`config.mk`:
```
export PLATFORM = sky130hd
export DESIGN_NAME = return_addr_stack_flat
export DESIGN_NICKNAME = d
export VERILOG_FILES = /design/src/rtl/return_addr_stack_pkg.sv /design/src/rtl/return_addr_stack_if.sv /design/src/rtl/return_addr_stack_sat_counter.sv /design/src/rtl/return_addr_stack.sv /design/src/flat_wrapper.sv
export SDC_FILE = /design/constraint.sdc
export NUM_CORES = 1
export LEC_CHECK = 0
export ABC_AREA = 1
export BUFFER_PORTS_ARGS = -buffer_cell sky130_fd_sc_hd__clkbuf_2
export CAP_MARGIN = 20
export CORE_UTILIZATION = 43
export CTS_CLUSTER_SIZE = 24
export DETAILED_ROUTE_END_ITERATION = 12
export SYNTH_ARGS = -nofsm -noshare
export SYNTH_HDL_FRONTEND = slang
export SYNTH_SLANG_ARGS = --single-unit
```
`constraint.sdc`:
```
create_clock -name clk -period 2.6 [get_ports clk]
set_input_delay 0.26 -clock clk [delete_from_list [all_inputs] [get_ports clk]]
set_output_delay 0.26 -clock clk [all_outputs]
set_load 0.05 [all_outputs]
```
`src/rtl/return_addr_stack_pkg.sv`:
```
// Shared constants for the return-address stack and its users in decode.
package return_addr_stack_pkg;

    // Default number of stack entries.
    localparam int unsigned RAS_DEPTH_DEFAULT = 8;

    // Register number of $ra; decode only raises pop for `jr` through this register.
    localparam int unsigned REG_RA = 31;

    // Width of the optional statistics counters.
    localparam int unsigned STAT_W = 16;

endpackage

```
`src/rtl/return_addr_stack_if.sv`:
```
// Decode/IFU-facing signal bundle for the return-address stack.
interface return_addr_stack_if #(
    parameter int unsigned WIDTH = 32,
    parameter int unsigned DEPTH = 8
);
    localparam int unsigned PTR_W = $clog2(DEPTH);

    logic             push;
    logic [WIDTH-1:0] push_addr;
    logic             pop;
    logic             flush;
    logic [WIDTH-1:0] top_addr;
    logic             top_valid;
    logic [PTR_W:0]   count;
    logic             full;
    logic [15:0]      overflow_cnt;
    logic [15:0]      underflow_cnt;

    // Decode/IFU side.
    modport master (
        output push, push_addr, pop, flush,
        input  top_addr, top_valid, count, full, overflow_cnt, underflow_cnt
    );

    // Stack side.
    modport slave (
        input  push, push_addr, pop, flush,
        output top_addr, top_valid, count, full, overflow_cnt, underflow_cnt
    );
endinterface

```
`src/rtl/return_addr_stack_sat_counter.sv`:
```
// Saturating event counter with synchronous active-low clear.
module sat_counter #(
    parameter int unsigned W = 16
) (
    input  logic         clk,
    input  logic         rst_n,
    input  logic         inc_i,
    output logic [W-1:0] value_o
);
    logic [W-1:0] value_q, value_d;

    // Count up on each event, holding at all-ones.
    always_comb begin
        value_d = value_q;
        if (inc_i && (value_q != '1)) begin
            value_d = value_q + W'(1);
        end
    end

    // Counter register, cleared only by reset.
    always_ff @(posedge clk) begin
        if (!rst_n) begin
            value_q <= '0;
        end else begin
            value_q <= value_d;
        end
    end

    assign value_o = value_q;
endmodule

```
`src/rtl/return_addr_stack.sv`:
```
// Circular return-address stack: push on call, pop on return, flush on redirect.
// Optional overflow/underflow statistics are built when RAS_STATS_EN is defined.
module return_addr_stack
    import return_addr_stack_pkg::*;
#(
    parameter int unsigned WIDTH = 32,
    parameter int unsigned DEPTH = RAS_DEPTH_DEFAULT
) (
    input logic                clk,
    input logic                rst_n,
    return_addr_stack_if.slave bus_io
);
    localparam int unsigned PTR_W   = $clog2(DEPTH);
    localparam logic [PTR_W:0] CntFull = (PTR_W + 1)'(DEPTH);

    logic [WIDTH-1:0] mem_q [DEPTH];
    logic [PTR_W-1:0] tos_q, tos_d;
    logic [PTR_W:0]   count_q, count_d;
    logic             wr_en;
    logic [PTR_W-1:0] wr_idx;
    logic             full;
    logic             empty;

    assign full  = (count_q == CntFull);
    assign empty = (count_q == '0);

    // Next-state for pointer/count and the array write; flush beats push/pop.
    always_comb begin
        tos_d   = tos_q;
        count_d = count_q;
        wr_en   = 1'b0;
        wr_idx  = tos_q + PTR_W'(1);
        if (bus_io.flush) begin
            count_d = '0;
        end else if (bus_io.push && (!bus_io.pop || empty)) begin
            // Plain push; a push+pop on an empty stack degenerates to this too.
            tos_d  = tos_q + PTR_W'(1);
            wr_en  = 1'b1;
            wr_idx = tos_q + PTR_W'(1);
            if (!full) begin
                count_d = count_q + (PTR_W + 1)'(1);
            end
        end else if (bus_io.push && bus_io.pop) begin
            // Tail call: replace the top entry in place.
            wr_en  = 1'b1;
            wr_idx = tos_q;
        end else if (bus_io.pop && !empty) begin
            tos_d   = tos_q - PTR_W'(1);
            count_d = count_q - (PTR_W + 1)'(1);
        end
    end

    // Pointer and occupancy registers.
    always_ff @(posedge clk) begin
        if (!rst_n) begin
            tos_q   <= '0;
            count_q <= '0;
        end else begin
            tos_q   <= tos_d;
            count_q <= count_d;
        end
    end

    // Entry storage; contents survive reset, writes are blocked during it.
    always_ff @(posedge clk) begin
        if (rst_n && wr_en) begin
            mem_q[wr_idx] <= bus_io.push_addr;
        end
    end

    assign bus_io.top_addr  = empty ? '0 : mem_q[tos_q];
    assign bus_io.top_valid = !empty;
    assign bus_io.count     = count_q;
    assign bus_io.full      = full;

`ifdef RAS_STATS_EN
    logic ovf_evt;
    logic unf_evt;

    assign ovf_evt = !bus_io.flush && bus_io.push && !bus_io.pop && full;
    assign unf_evt = !bus_io.flush && bus_io.pop && !bus_io.push && empty;

    sat_counter #(.W(STAT_W)) u_ovf_cnt (
        .clk     (clk),
        .rst_n   (rst_n),
        .inc_i   (ovf_evt),
        .value_o (bus_io.overflow_cnt)
    );

    sat_counter #(.W(STAT_W)) u_unf_cnt (
        .clk     (clk),
        .rst_n   (rst_n),
        .inc_i   (unf_evt),
        .value_o (bus_io.underflow_cnt)
    );
`else
    assign bus_io.overflow_cnt  = '0;
    assign bus_io.underflow_cnt = '0;
`endif
endmodule

```
`src/flat_wrapper.sv`:
```
// flat-port wrapper written by rule: the top's interface ports become plain ports
module return_addr_stack_flat import return_addr_stack_pkg::*;
#(
    parameter int unsigned WIDTH = 32,
    parameter int unsigned DEPTH = RAS_DEPTH_DEFAULT
)
  (clk, rst_n, bus_io_push, bus_io_push_addr, bus_io_pop, bus_io_flush, bus_io_top_addr, bus_io_top_valid, bus_io_count, bus_io_full, bus_io_overflow_cnt, bus_io_underflow_cnt);
  return_addr_stack_if #(.WIDTH(WIDTH), .DEPTH(DEPTH)) bus_io_i ();
  input logic clk;
  input logic rst_n;
  input wire logic [$bits(bus_io_i.push)-1:0] bus_io_push;
  input wire logic [$bits(bus_io_i.push_addr)-1:0] bus_io_push_addr;
  input wire logic [$bits(bus_io_i.pop)-1:0] bus_io_pop;
  input wire logic [$bits(bus_io_i.flush)-1:0] bus_io_flush;
  output wire logic [$bits(bus_io_i.top_addr)-1:0] bus_io_top_addr;
  output wire logic [$bits(bus_io_i.top_valid)-1:0] bus_io_top_valid;
  output wire logic [$bits(bus_io_i.count)-1:0] bus_io_count;
  output wire logic [$bits(bus_io_i.full)-1:0] bus_io_full;
  output wire logic [$bits(bus_io_i.overflow_cnt)-1:0] bus_io_overflow_cnt;
  output wire logic [$bits(bus_io_i.underflow_cnt)-1:0] bus_io_underflow_cnt;
  assign bus_io_i.push = bus_io_push;
  assign bus_io_i.push_addr = bus_io_push_addr;
  assign bus_io_i.pop = bus_io_pop;
  assign bus_io_i.flush = bus_io_flush;
  assign bus_io_top_addr = bus_io_i.top_addr;
  assign bus_io_top_valid = bus_io_i.top_valid;
  assign bus_io_count = bus_io_i.count;
  assign bus_io_full = bus_io_i.full;
  assign bus_io_overflow_cnt = bus_io_i.overflow_cnt;
  assign bus_io_underflow_cnt = bus_io_i.underflow_cnt;
  return_addr_stack #(.WIDTH(WIDTH), .DEPTH(DEPTH)) u_core (.clk(clk), .rst_n(rst_n), .bus_io(bus_io_i));
endmodule
```
# Yosys cells after proc, flatten, opt, wreduce, memory -nomap -nowiden
# Memory sizes are Yosys's and may differ from the RTL's. A register that Yosys moved wholly into a read port is not among the register bits.
# Cells that the tools add are included.
# op_classes
n_addsub	4
n_reduce_logical	12
bitwise_logic	2
n_eq_ne	3
mux	18
# op_table
cell	count
two-way mux 32 bit	1
two-way mux 3 bit	8
two-way mux 4 bit	4
AND reduction 3 bit	2
two-way mux 1 bit	5
adder 4 x 1 -> 4 bit (second input constant)	1
equality test 4 bit (second input constant)	1
logical AND 1 bit	4
logical NOT 4 bit	1
subtractor 4 x 1 -> 4 bit (second input constant)	1
adder 3 x 1 -> 3 bit (second input constant)	1
subtractor 3 x 1 -> 3 bit (second input constant)	1
logical NOT 1 bit	2
inequality test 2 x 1 -> 1 bit (second input constant)	1
inequality test 2 bit (second input constant)	1
NOT 1 bit	2
nonzero test 2 bit	1
OR reduction 2 bit	1
logical OR 1 bit	1
# totals
memories	1
in_bits	37
register_bits	7
mem_bits_rw	256
out_inout_bits	70
# memory_table
name	words	word_bits	rd	rd_ports_with_merged_regs	wr	line	source
u_core.mem_q	8	32	1	1	1	return_addr_stack.sv:16	logic [WIDTH-1:0] mem_q [DEPTH];

# Longest topological paths before layout
# Gate-level depths: netlist (run 1).
# logic_depth
depth_word	8
depth_mapped	12

# Least setup slack after synthesis (run 1)
# OpenSTA, ideal clock, no wires.
# synth_path
path_type	reg2reg
start	reg u_core.count_q[2] (netlist: u_core.bus_io.count[2])
end	mem u_core.mem_q[0][0], enable pin
required_time_ps	2179
setup_slack_ps	-657
t_arrival_ps	2836
synth_period_minus_slack_ps	3257
stages_incl_launch_ff	8
n_path_buf	0
cell_sequence	dfxtp_1 > nor2_1 > nand2_4 > nand4_2 > nand2_1 > xor2_1 > nand2_1 > nor2_1
# synth_between
elab_chain_cells	8
word_cells_on_any_way	10
# synth_rtl
element	line	source
start, declared	return_addr_stack.sv:18	logic [PTR_W:0] count_q, count_d;
start signal, assigned	return_addr_stack.sv:60	count_q <= count_d;
logical NOT 4 bit *	return_addr_stack.sv:25	assign empty = (count_q == '0);
logical OR 1 bit *	return_addr_stack.sv:35	end else if (bus_io.push && (!bus_io.pop || empty)) begin
logical AND 1 bit *	return_addr_stack.sv:35	
two-way mux 1 bit	return_addr_stack.sv:35	
two-way mux 1 bit	return_addr_stack.sv:33	if (bus_io.flush) begin
logical AND 1 bit	return_addr_stack.sv:66	if (rst_n && wr_en) begin
two-way mux 1 bit	return_addr_stack.sv:66	
two-way mux 1 bit (implied by the code)	return_addr_stack.sv:67	mem_q[wr_idx] <= bus_io.push_addr;
end, declared	return_addr_stack.sv:16	
# Mark *: on every way between the ends. The rest lies on a longest branch, timed or not.

==> results of run 1 <==
-- sequential cells by signal, indices dropped and copies added, names as in the netlist, named ones only --
name	cells
u_core.bus_io.count	4
u_core.mem_q	256
u_core.tos_q	3
-- synth_stat cells, types with 2 or more instances --
cell type,instances
o21ai_0,72
o21ai_1,30
buf_4,40
clkbuf_1,27
nand3_1,7
ha_1,4
nor2_1,272
buf_2,13
inv_1,18
buf_6,4
o32ai_1,64
dfxtp_1,10
a21oi_1,7
nand2_1,24
edfxtp_1,256
nand2_4,3
xor2_1,2
-- worst min path at each step --
stage / startpoint / endpoint / slack (ns)
finish: bus_io_push_addr[17] / u_core.mem_q[5][17]$_DFFE_PP_ / 0.02
detailed placement: u_core.bus_io.count[0]$_SDFFE_PP0P_ / u_core.bus_io.count[0]$_SDFFE_PP0P_ / 0.51
global route: bus_io_push_addr[0] / u_core.mem_q[4][0]$_DFFE_PP_ / 0.02
global placement: u_core.bus_io.count[0]$_SDFFE_PP0P_ / u_core.bus_io.count[0]$_SDFFE_PP0P_ / 0.51
floorplan: bus_io_push_addr[0] / u_core.mem_q[0][0]$_DFFE_PP_ / 0.36
CTS: bus_io_push_addr[15] / u_core.mem_q[2][15]$_DFFE_PP_ / 0.0003
-- per-layer routing --
metal,track usage [%],vias up,wire (um)
li1,-,3235,-
met4,3.86,0,368
met3,3.11,33,1290
met1,24.4,3313,10300
met5,0,-,0
met2,31.2,189,11300
-- area by class of cell --
class                      count  area (sq um)
timing repair buffer         111           831
clock buffer                  38           759
sequential                   266          7900
fill                        2153         11900
inverter                      19          76.3
clock inverter                12           134
multi-input combinational    524          2610
tap                          324           405
-- metrics by stage --
step / instance area (sq um) / cells / total power [uW] / util (%) / setup WS, ns
after floorplan: 11100 / 894 / 6150 / - / -0.154
after global placement: 11700 / 1234 / 6550 / 47.6 / 0.507
after detailed placement: 11700 / 1234 / 6560 / 47.6 / 0.483
after CTS: 12700 / 1290 / 10400 / 51.5 / 0.0383
after global routing: 12700 / 1294 / 10700 / 51.7 / 0.00492
final: 12700 / 1294 / 10300 / 51.7 / 0.111
-- kinds of logic (layout without fill, tap and decap cells) --
logic type	after synthesis	count (layout)
adder cells (fa/ha/maj)	4	4
buffers and inverters	104	180
AND/OR/NAND/NOR	311	311
other	1	32
XOR/XNOR	3	3
AO/OA/AOI/OAI	174	174
flip-flops	266	266
-- power by group --
group | internal [uW] | switching, uW
logic | 436 | 1240
clock network | 2330 | 1520
registers | 4770 | 40.6
-- worst reg2reg max path, delay by kind of cell (launching register included) --
| kind | cells | cell delay [ns] |
|---|---|---|
| AND/OR/NAND/NOR | 5 | 0.80 |
| buffers and inverters | 1 | 0.38 |
| XOR/XNOR | 1 | 0.20 |
| flip-flops | 1 | 0.36 |
-- timing repair --
action	4_1_cts	5_1_grt
setup endpoints to repair	13	20
endpoints found under the hold margin	30	0
setup buffers	1	4
hold buffers	5	0
gates resized for setup	5	7
==> flow_summary_export.csv, run 1 <==
group,metric,value,unit
routing,antenna_left,0,
routing,post_drt_wl_per_cell,18.0,um
global_routing,grt_pass1_vias,6602,
logic_synthesis,post-synth-top-area-fraction,70.6,%
cts,h-tree-depth,1,
routing,drt_iter0_markers,621,
routing,firstDrtPassIters,4,
timing,period_minus_slack,2.49,ns
logic_synthesis,ys.flop_type,"edfxtp_1",
floorplan,start_util,44.3,%
floorplan,die_width,161,um
global_routing,grt_start_max_net_pins,82,
routing,drt-total-wl,23200,um
logic_synthesis,ys_warn_count,0,
logic_synthesis,synthMuxAreaShare,0,%
setup_path,arrival,2.23,ns
logic_synthesis,synth_cell_type_count,27,
timing,finalSetupTns,0,ns
cts,clock-root-buffer,"clkbuf_16",
timing,maxClockFrequency,0.402,GHz
place,hpwl,13100,um
cts,cts_made_buffers,28,
routing,route.detailed.drc,0,
logic_synthesis,synthAdderAreaFrac,0.460,%
worst_hold_path,holdPathStages,1,
cts,clk_path_buf_depth,3,
routing,vias,6770,
floorplan,num_rows,57,
global_routing,grt_use_total,18.2,%
layout,final_nets,991,
setup_path,end_kind,"primary output",
floorplan,boundaryPins,107,
place,portBuffers,74,
logic_synthesis,synth_top_family_by_area,"simple AND/OR/NAND/NOR gates",
global_routing,overflow,0,
cts,clock_sink_count,266,
cts,clk_pin_slew,0.06,ns
timing,rsz0062_at_grt,"false",
timing,hold_ws,0.0188,ns
logic_synthesis,synth_seq_area_share,72.4,%
logic_synthesis,synth-simple-area-share,11.2,%
floorplan,core-area,24600,sq um
logic_synthesis,ys_seq_elements,266,
timing,setup_viol,0,
logic_synthesis,synth_compound_area_share,10.2,%
global_routing,grt_pass1_wl,36900,um
setup_path,slowest_stage,"dfxtp_4",
global_routing,antenna_found_initial,0,
logic_synthesis,synth_top_area_cell,"edfxtp_1",
outcome,status,"finished clean",
setup_path,endpoint,"bus_io_top_addr[26]",
routing,vias_per_cell,5.23,
worst_hold_path,hold_class,"in2reg",
setup_path,cpPeakStageDelay,0.41,ns
setup_path,path_class,"reg2out",
setup_path,r2r_cells,7,
logic_synthesis,synth_cells,863,
setup_path,path_common_cell,"nor2_1",
timing,finClkSkew,0.0154,ns
setup_path,reg2reg_slack,0.49,ns
timing,slew_viol_final,0,
floorplan,fp.dieH,161,um
layout,drive_above_1_share,17.4,%
setup_path,timing.rr.end,"u_core.mem_q[1][13]$_DFFE_PP_",
layout,final_common_cell,"edfxtp_1",
logic_synthesis,synth_xor_area_share,0.241,%
logic_synthesis,syn-mean-instance-area,12.6,sq um
cts,cts_tree,"built",
setup_path,path_max_fanout,38,
setup_path,critPathBufInv,3,
logic_synthesis,syn-cell-area,10900,sq um
place,gp_congestion,0.804,
flow_run,max_cap_violations,0,
setup_path,startpoint_type,"register",
power_and_ir_drop,p_per_area,813,nW/um^2
logic_synthesis,synth-edff-count,256,
floorplan,die_area,26000,sq um
setup_path,timing.rr.start,"u_core.bus_io.count[0]$_SDFFE_PP0P_",
timing,hold_viol_final,0,
power_and_ir_drop,irDropWorstVdd,0.567,mV
logic_synthesis,synth.area.top_cells,"edfxtp_1 71%, nor2_1 9.4%, o32ai_1 5.1%",
logic_synthesis,synth-async-reset-ratio,0,%
layout,antenna_cells,0,
layout,area_growth,16.8,%
setup_path,critical_path_depth,7,
power_and_ir_drop,p_leak,0.00445,uW
setup_path,cp_top_family,"buffers and inverters",
setup_path,cp_cell_sequence,"inv_6, buf_12, nor2_1, o32ai_1, nor2_1, nor2_2, clkbuf_2",
cts,clock_latency,0.53,ns
timing,finalCritPeriodShare,95.7,%
layout,final_cell_mix,"256 x edfxtp_1, 255 x nor2_1, 72 x o21ai_0",
setup_path,required,2.34,ns
Note: power is estimated with default switching activity, not from simulation.
==> inputs of run 2 (changes only) <==
--- a/config.mk
+++ b/config.mk
@@ -11,6 +11,7 @@
 export CORE_UTILIZATION = 43
 export CTS_CLUSTER_SIZE = 24
 export DETAILED_ROUTE_END_ITERATION = 12
+export SKIP_CTS_REPAIR_TIMING = 1
 export SYNTH_ARGS = -nofsm -noshare
 export SYNTH_HDL_FRONTEND = slang
 export SYNTH_SLANG_ARGS = --single-unit
==> constraint.sdc (replaced) <==
create_clock -name clk -period 2.6 [get_ports clk]
set_input_delay 0.39 -clock clk [delete_from_list [all_inputs] [get_ports clk]]
set_output_delay 0.39 -clock clk [all_outputs]
set_load 0.05 [all_outputs]
==> run 2 against run 1 <==
First-iteration DRC count rose by 7.1%. Routed wire length rose by 5.7%. Critical path depth unchanged. Setup slack got worse by 0.057 ns. Sequential power barely moved. Clock-buffer cell count rose by 2. Utilization rose by 2.5 points. Final area up 4.9%. Combinational power rose by 29%. Flip-flop and latch count stayed put. Largest cell class unchanged. Largest power group unchanged.
==> flow_summary_export.csv, run 2 (synthesis results as in run 1) <==
group,metric,value,unit
layout,final_common_cell,"edfxtp_1",
global_routing,grt_pass1_vias,6595,
routing,vias,6900,
timing,slew_headroom,65.4,%
cts,cts_tree,"built",
timing,maxClockFrequency,0.393,GHz
setup_path,timing.rr.start,"u_core.bus_io.count[0]$_SDFFE_PP0P_",
floorplan,die_area,26000,sq um
global_routing,grt_pass1_wl,37100,um
routing,firstDrtPassIters,5,
routing,route.detailed.drc,0,
timing,finalCritPeriodShare,98.0,%
place,gp_congestion,0.771,
worst_hold_path,hp-start,"rst_n",
timing,rsz0062_at_grt,"true",
place,placed_area,12300,sq um
floorplan,boundaryPins,107,
timing,period_minus_slack,2.55,ns
layout,drive_above_1_share,19.4,%
setup_path,end_kind,"primary output",
routing,post_drt_wl_per_cell,19.0,um
floorplan,fp.dieH,161,um
worst_hold_path,hold_class,"in2reg",
timing,finalSetupTns,0,ns
routing,vias_per_cell,5.33,
floorplan,core-area,24600,sq um
timing,worstMarginPinSlew,0.519,ns
timing,setup_viol,0,
timing,finClkSkew,0.00973,ns
power_and_ir_drop,p_leak,0.00462,uW
timing,slew_viol_final,0,
timing,worst_slack,0.0532,ns
setup_path,startpoint_type,"register",
global_routing,grt_start_max_net_pins,48,
cts,clock_latency,0.53,ns
cts,clk_pin_slew,0.06,ns
routing,antenna_left,0,
cts,clk_path_buf_depth,3,
place,portBuffers,74,
power_and_ir_drop,swShare,27.3,%
layout,final_area,13300,sq um
global_routing,overflow,0,
floorplan,start_util,44.3,%
setup_path,path_class,"reg2out",
routing,drt-total-wl,24600,um
power_and_ir_drop,p_int,7840,uW
power_and_ir_drop,p_per_area,808,nW/um^2
routing,top_layer,"met5",
layout,area_growth,22.5,%
place,dp_cells,1236,
floorplan,die_width,161,um
layout,final_cell_mix,"256 x edfxtp_1, 240 x nor2_1, 72 x o21ai_0",
flow_run,max_cap_violations,0,
place,hpwl,13000,um
routing,drt_iter0_markers,665,
cts,cts_made_buffers,28,
layout,multi_input_area,2660,sq um
place,dp_slack,0.457,ns
cts,clock_sink_count,266,
routing,met1Wirelength,10700,um
outcome,status,"finished clean",
layout,stdcell_count,1295,
routing,wl_met3,1300,um
power_and_ir_drop,clkPwrFrac,35.3,%
layout,antenna_cells,0,
layout,seq_area,7900,sq um
floorplan,num_rows,57,
power_and_ir_drop,pwr-share-seq,44.7,%
setup_path,reg2reg_slack,0.48,ns
layout,largest_reg_flops,256,
layout,regMostFlops,"u_core.mem_q",
global_routing,grt_use_total,18.5,%
setup_path,r2r_cells,8,
setup_path,arrival,2.16,ns
setup_path,path_max_fanout,33,
setup_path,required,2.21,ns
timing,hold_viol_final,0,
global_routing,antenna_found_initial,1,
worst_hold_path,holdPathStages,3,
layout,final_nets,990,
cts,clock-root-buffer,"clkbuf_16",
power_and_ir_drop,irDropWorstVdd,0.584,mV
power_and_ir_drop,p_switching,2940,uW
cts,h-tree-depth,1,
layout,n_fill_cell,2036,
routing,route.met2.wl,11900,um
power_and_ir_drop,power_frac_comb,20.0,%
-- run 2: cell count changes in the layout (fill, tap and decap cells not counted), sizes merged --
cell | previous run | this run
clkbuf | 108 | 85
buf | 36 | 65
bufinv | 3 | 2
clkinvlp | 2 | 1
dlygate4sd3 | 5 | 0
inv | 19 | 20
clkinv | 7 | 8
-- run 2: through the flow --
step,hold slack (ns),total power [uW],utilization [%]
floorplan,0.480,6150,-
global placement,0.508,6950,49.8
detailed placement,0.520,6960,49.8
CTS,0.109,10800,53.4
global route,0.116,11200,54.2
finish,0.120,10800,54.2
-- run 2: critical path, stage by stage, from the launching register on --
cell     delay [ns]
dfxtp_4        0.38
inv_8          0.17
buf_16         0.21
nor2_1         0.06
o32ai_1        0.26
o21ai_1        0.13
nor2_2         0.23
buf_12         0.17
-- run 2: area by class of cell --
| type | count | share of cell area (%) |
|---|---|---|
| sequential | 266 | 59.2 |
| inverter | 19 | 0.591 |
| tap | 324 | 3.04 |
| multi-input combinational | 524 | 19.9 |
| timing repair buffer | 110 | 10.6 |
| clock buffer | 40 | 5.82 |
| clock inverter | 12 | 0.816 |
-- run 2: worst paths after layout --
path | to
worst max-delay path | bus_io_top_addr[26]
worst min-delay path | register
worst max register to register | u_core.mem_q[1][13]$_DFFE_PP_
worst min register to register | register
-- run 2: per-layer routing --
layer	global-route usage, %	vias up
met4	5.36	2
met1	25.6	3346
met3	3.00	51
met5	0	-
met2	30.2	249
li1	-	3252
-- run 2: power groups by stage --
stage	logic (uW)	clock network (uW)	registers, uW
final	2160	3810	4820
after floorplan	1250	0	4900
after global routing	2300	4060	4820
after global placement	2040	0	4910
after CTS	2060	3890	4820
after detailed placement	2050	0	4910
==> inputs of run 3 (changes only) <==
--- a/config.mk
+++ b/config.mk
@@ -8,9 +8,10 @@
 export ABC_AREA = 1
 export BUFFER_PORTS_ARGS = -buffer_cell sky130_fd_sc_hd__clkbuf_2
 export CAP_MARGIN = 20
-export CORE_UTILIZATION = 43
+export CORE_UTILIZATION = 45
 export CTS_CLUSTER_SIZE = 24
 export DETAILED_ROUTE_END_ITERATION = 12
+export PLACE_DENSITY = 0.66
 export SKIP_CTS_REPAIR_TIMING = 1
 export SYNTH_ARGS = -nofsm -noshare
 export SYNTH_HDL_FRONTEND = slang
==> run 3 against run 2 <==
Global-route usage up 0.25 points. Setup slack better by 0.030 ns. Utilization down 0.32 points. First-iteration DRC count down 21%. Die area down 4.4%. Worst hold slack better by 0.0030 ns. Highest routed layer is now met4.
==> flow_summary_export.csv, run 3 (synthesis results as in run 1) <==
group,metric,value,unit
outcome,status,"finished clean",
layout,final_core_utilization,53.9,%
layout,largest_reg_flops,256,
setup_path,timing.rr.start,"u_core.bus_io.count[0]$_SDFFE_PP0P_",
timing,period_minus_slack,2.52,ns
routing,met1Wirelength,10400,um
layout,final_nets,990,
routing,top_layer,"met4",
routing,firstDrtPassIters,5,
cts,clk_path_buf_depth,3,
setup_path,critical_path_depth,6,
power_and_ir_drop,irDropWorstVdd,0.668,mV
layout,final_cell_mix,"256 x edfxtp_1, 252 x nor2_1, 71 x o21ai_0",
routing,wl_met3,1500,um
flow_run,max_cap_violations,0,
routing,drt-total-wl,24000,um
worst_hold_path,hold_class,"in2reg",
layout,seq_area,7900,sq um
floorplan,die_width,158,um
cts,cts_made_buffers,27,
timing,finalSetupTns,0,ns
layout,multi_input_area,2630,sq um
routing,vias_per_cell,5.35,
layout,drive_above_1_share,17.7,%
setup_path,arrival,2.13,ns
layout,regMostFlops,"u_core.mem_q",
worst_hold_path,holdPathStages,1,
timing,slew_viol_final,0,
timing,hold_viol_final,0,
global_routing,grt_use_total,18.7,%
cts,h-tree-depth,1,
power_and_ir_drop,p_leak,0.00445,uW
floorplan,start_util,46.1,%
floorplan,fp.dieH,158,um
routing,antenna_left,0,
routing,post_drt_wl_per_cell,18.6,um
setup_path,end_kind,"primary output",
timing,worst_slack,0.0831,ns
place,portBuffers,74,
place,hpwl,12900,um
setup_path,r2r_cells,8,
global_routing,grt_pass1_wl,35000,um
cts,clock-root-buffer,"clkbuf_16",
setup_path,cp_top_family,"flip-flops",
global_routing,grt_pass1_vias,6311,
worst_hold_path,hp-start,"bus_io_push_addr[17]",
power_and_ir_drop,total_power,9990,uW
setup_path,startpoint_type,"register",
timing,maxClockFrequency,0.397,GHz
cts,clk_pin_slew,0.06,ns
global_routing,overflow,0,
layout,area_growth,16.9,%
setup_path,path_class,"reg2out",
power_and_ir_drop,p_per_area,785,nW/um^2
cts,clock_sink_count,266,
floorplan,core-area,23600,sq um
cts,clock_latency,0.53,ns
timing,setup_viol,0,
routing,vias,6888,
place,dp_slack,0.401,ns
routing,drt_iter0_markers,524,
setup_path,cpPeakStageDelay,0.50,ns
timing,finClkSkew,0.0163,ns
routing,route.detailed.drc,0,
floorplan,num_rows,56,
global_routing,grt_start_max_net_pins,65,
setup_path,required,2.21,ns
global_routing,antenna_found_initial,1,
layout,final_common_cell,"edfxtp_1",
floorplan,boundaryPins,107,
setup_path,path_max_fanout,26,
timing,hold_ws,0.123,ns
timing,rsz0062_at_grt,"true",
floorplan,die_area,24800,sq um
setup_path,critPathBufInv,2,
layout,n_fill_cell,1951,
cts,cts_tree,"built",
place,gp_congestion,0.807,
timing,finalCritPeriodShare,96.8,%
routing,route.met2.wl,11500,um
setup_path,cp_cell_sequence,"buf_16, nor2_1, o32ai_2, o21ai_1, nor2_2, buf_6",
setup_path,slowest_stage,"dfxtp_4",
run 3: cell count changes in the layout (fill, tap and decap cells not counted), sizes merged:
cell      change
inv           +1
buf          -19
diode         +1
clkinvlp      -1
clkbuf       +18
bufinv        -2
run 3: stage by stage:
| step | area (sq um) | instances |
|---|---|---|
| after floorplan | 11100 | 894 |
| after global placement | 11700 | 1233 |
| after detailed placement | 11700 | 1233 |
| after CTS | 12500 | 1281 |
| after global routing | 12700 | 1288 |
| final | 12700 | 1288 |
run 3: worst paths after layout:
path,to,slack (ns)
hold / removal,u_core.mem_q[7][17]$_DFFE_PP_,0.12
setup / recovery,bus_io_top_addr[1],0.08
setup reg to reg,u_core.mem_q[3][31]$_DFFE_PP_,0.54
hold reg to reg,register,0.53
run 3: worst register-to-register path: stages (launching register included):
cell	delay (ns)
dfxtp_1	0.43
nor2_2	0.10
nand2_4	0.07
nand4_2	0.13
nand2_1	0.11
xor2_1	0.25
nand2_1	0.19
nor2_4	0.12
buf_4	0.30
run 3: where the power goes:
| part | switching (uW) | internal, uW | leakage [uW] |
|---|---|---|---|
| clock network | 1490 | 1910 | 0.000370 |
| logic | 1270 | 499 | 0.00169 |
| registers | 44.4 | 4770 | 0.00239 |
run 3: layout make-up:
cell class / instances / share of cell area (%)
Sequential cell: 266 / 62.0
Multi-Input combinational cell: 524 / 20.7
Timing Repair Buffer: 111 / 7.53
Clock buffer: 38 / 5.63
Tap cell: 319 / 3.14
Inverter: 19 / 0.619
Clock inverter: 10 / 0.383
Antenna cell: 1 / 0.0197
run 3: routing by layer:
| layer | up-vias | track usage, % |
|---|---|---|
| li1 | 3240 | - |
| met2 | 241 | 30.9 |
| met3 | 49 | 2.75 |
| met5 | - | 0 |
| met4 | 0 | 6.01 |
| met1 | 3358 | 25.6 |
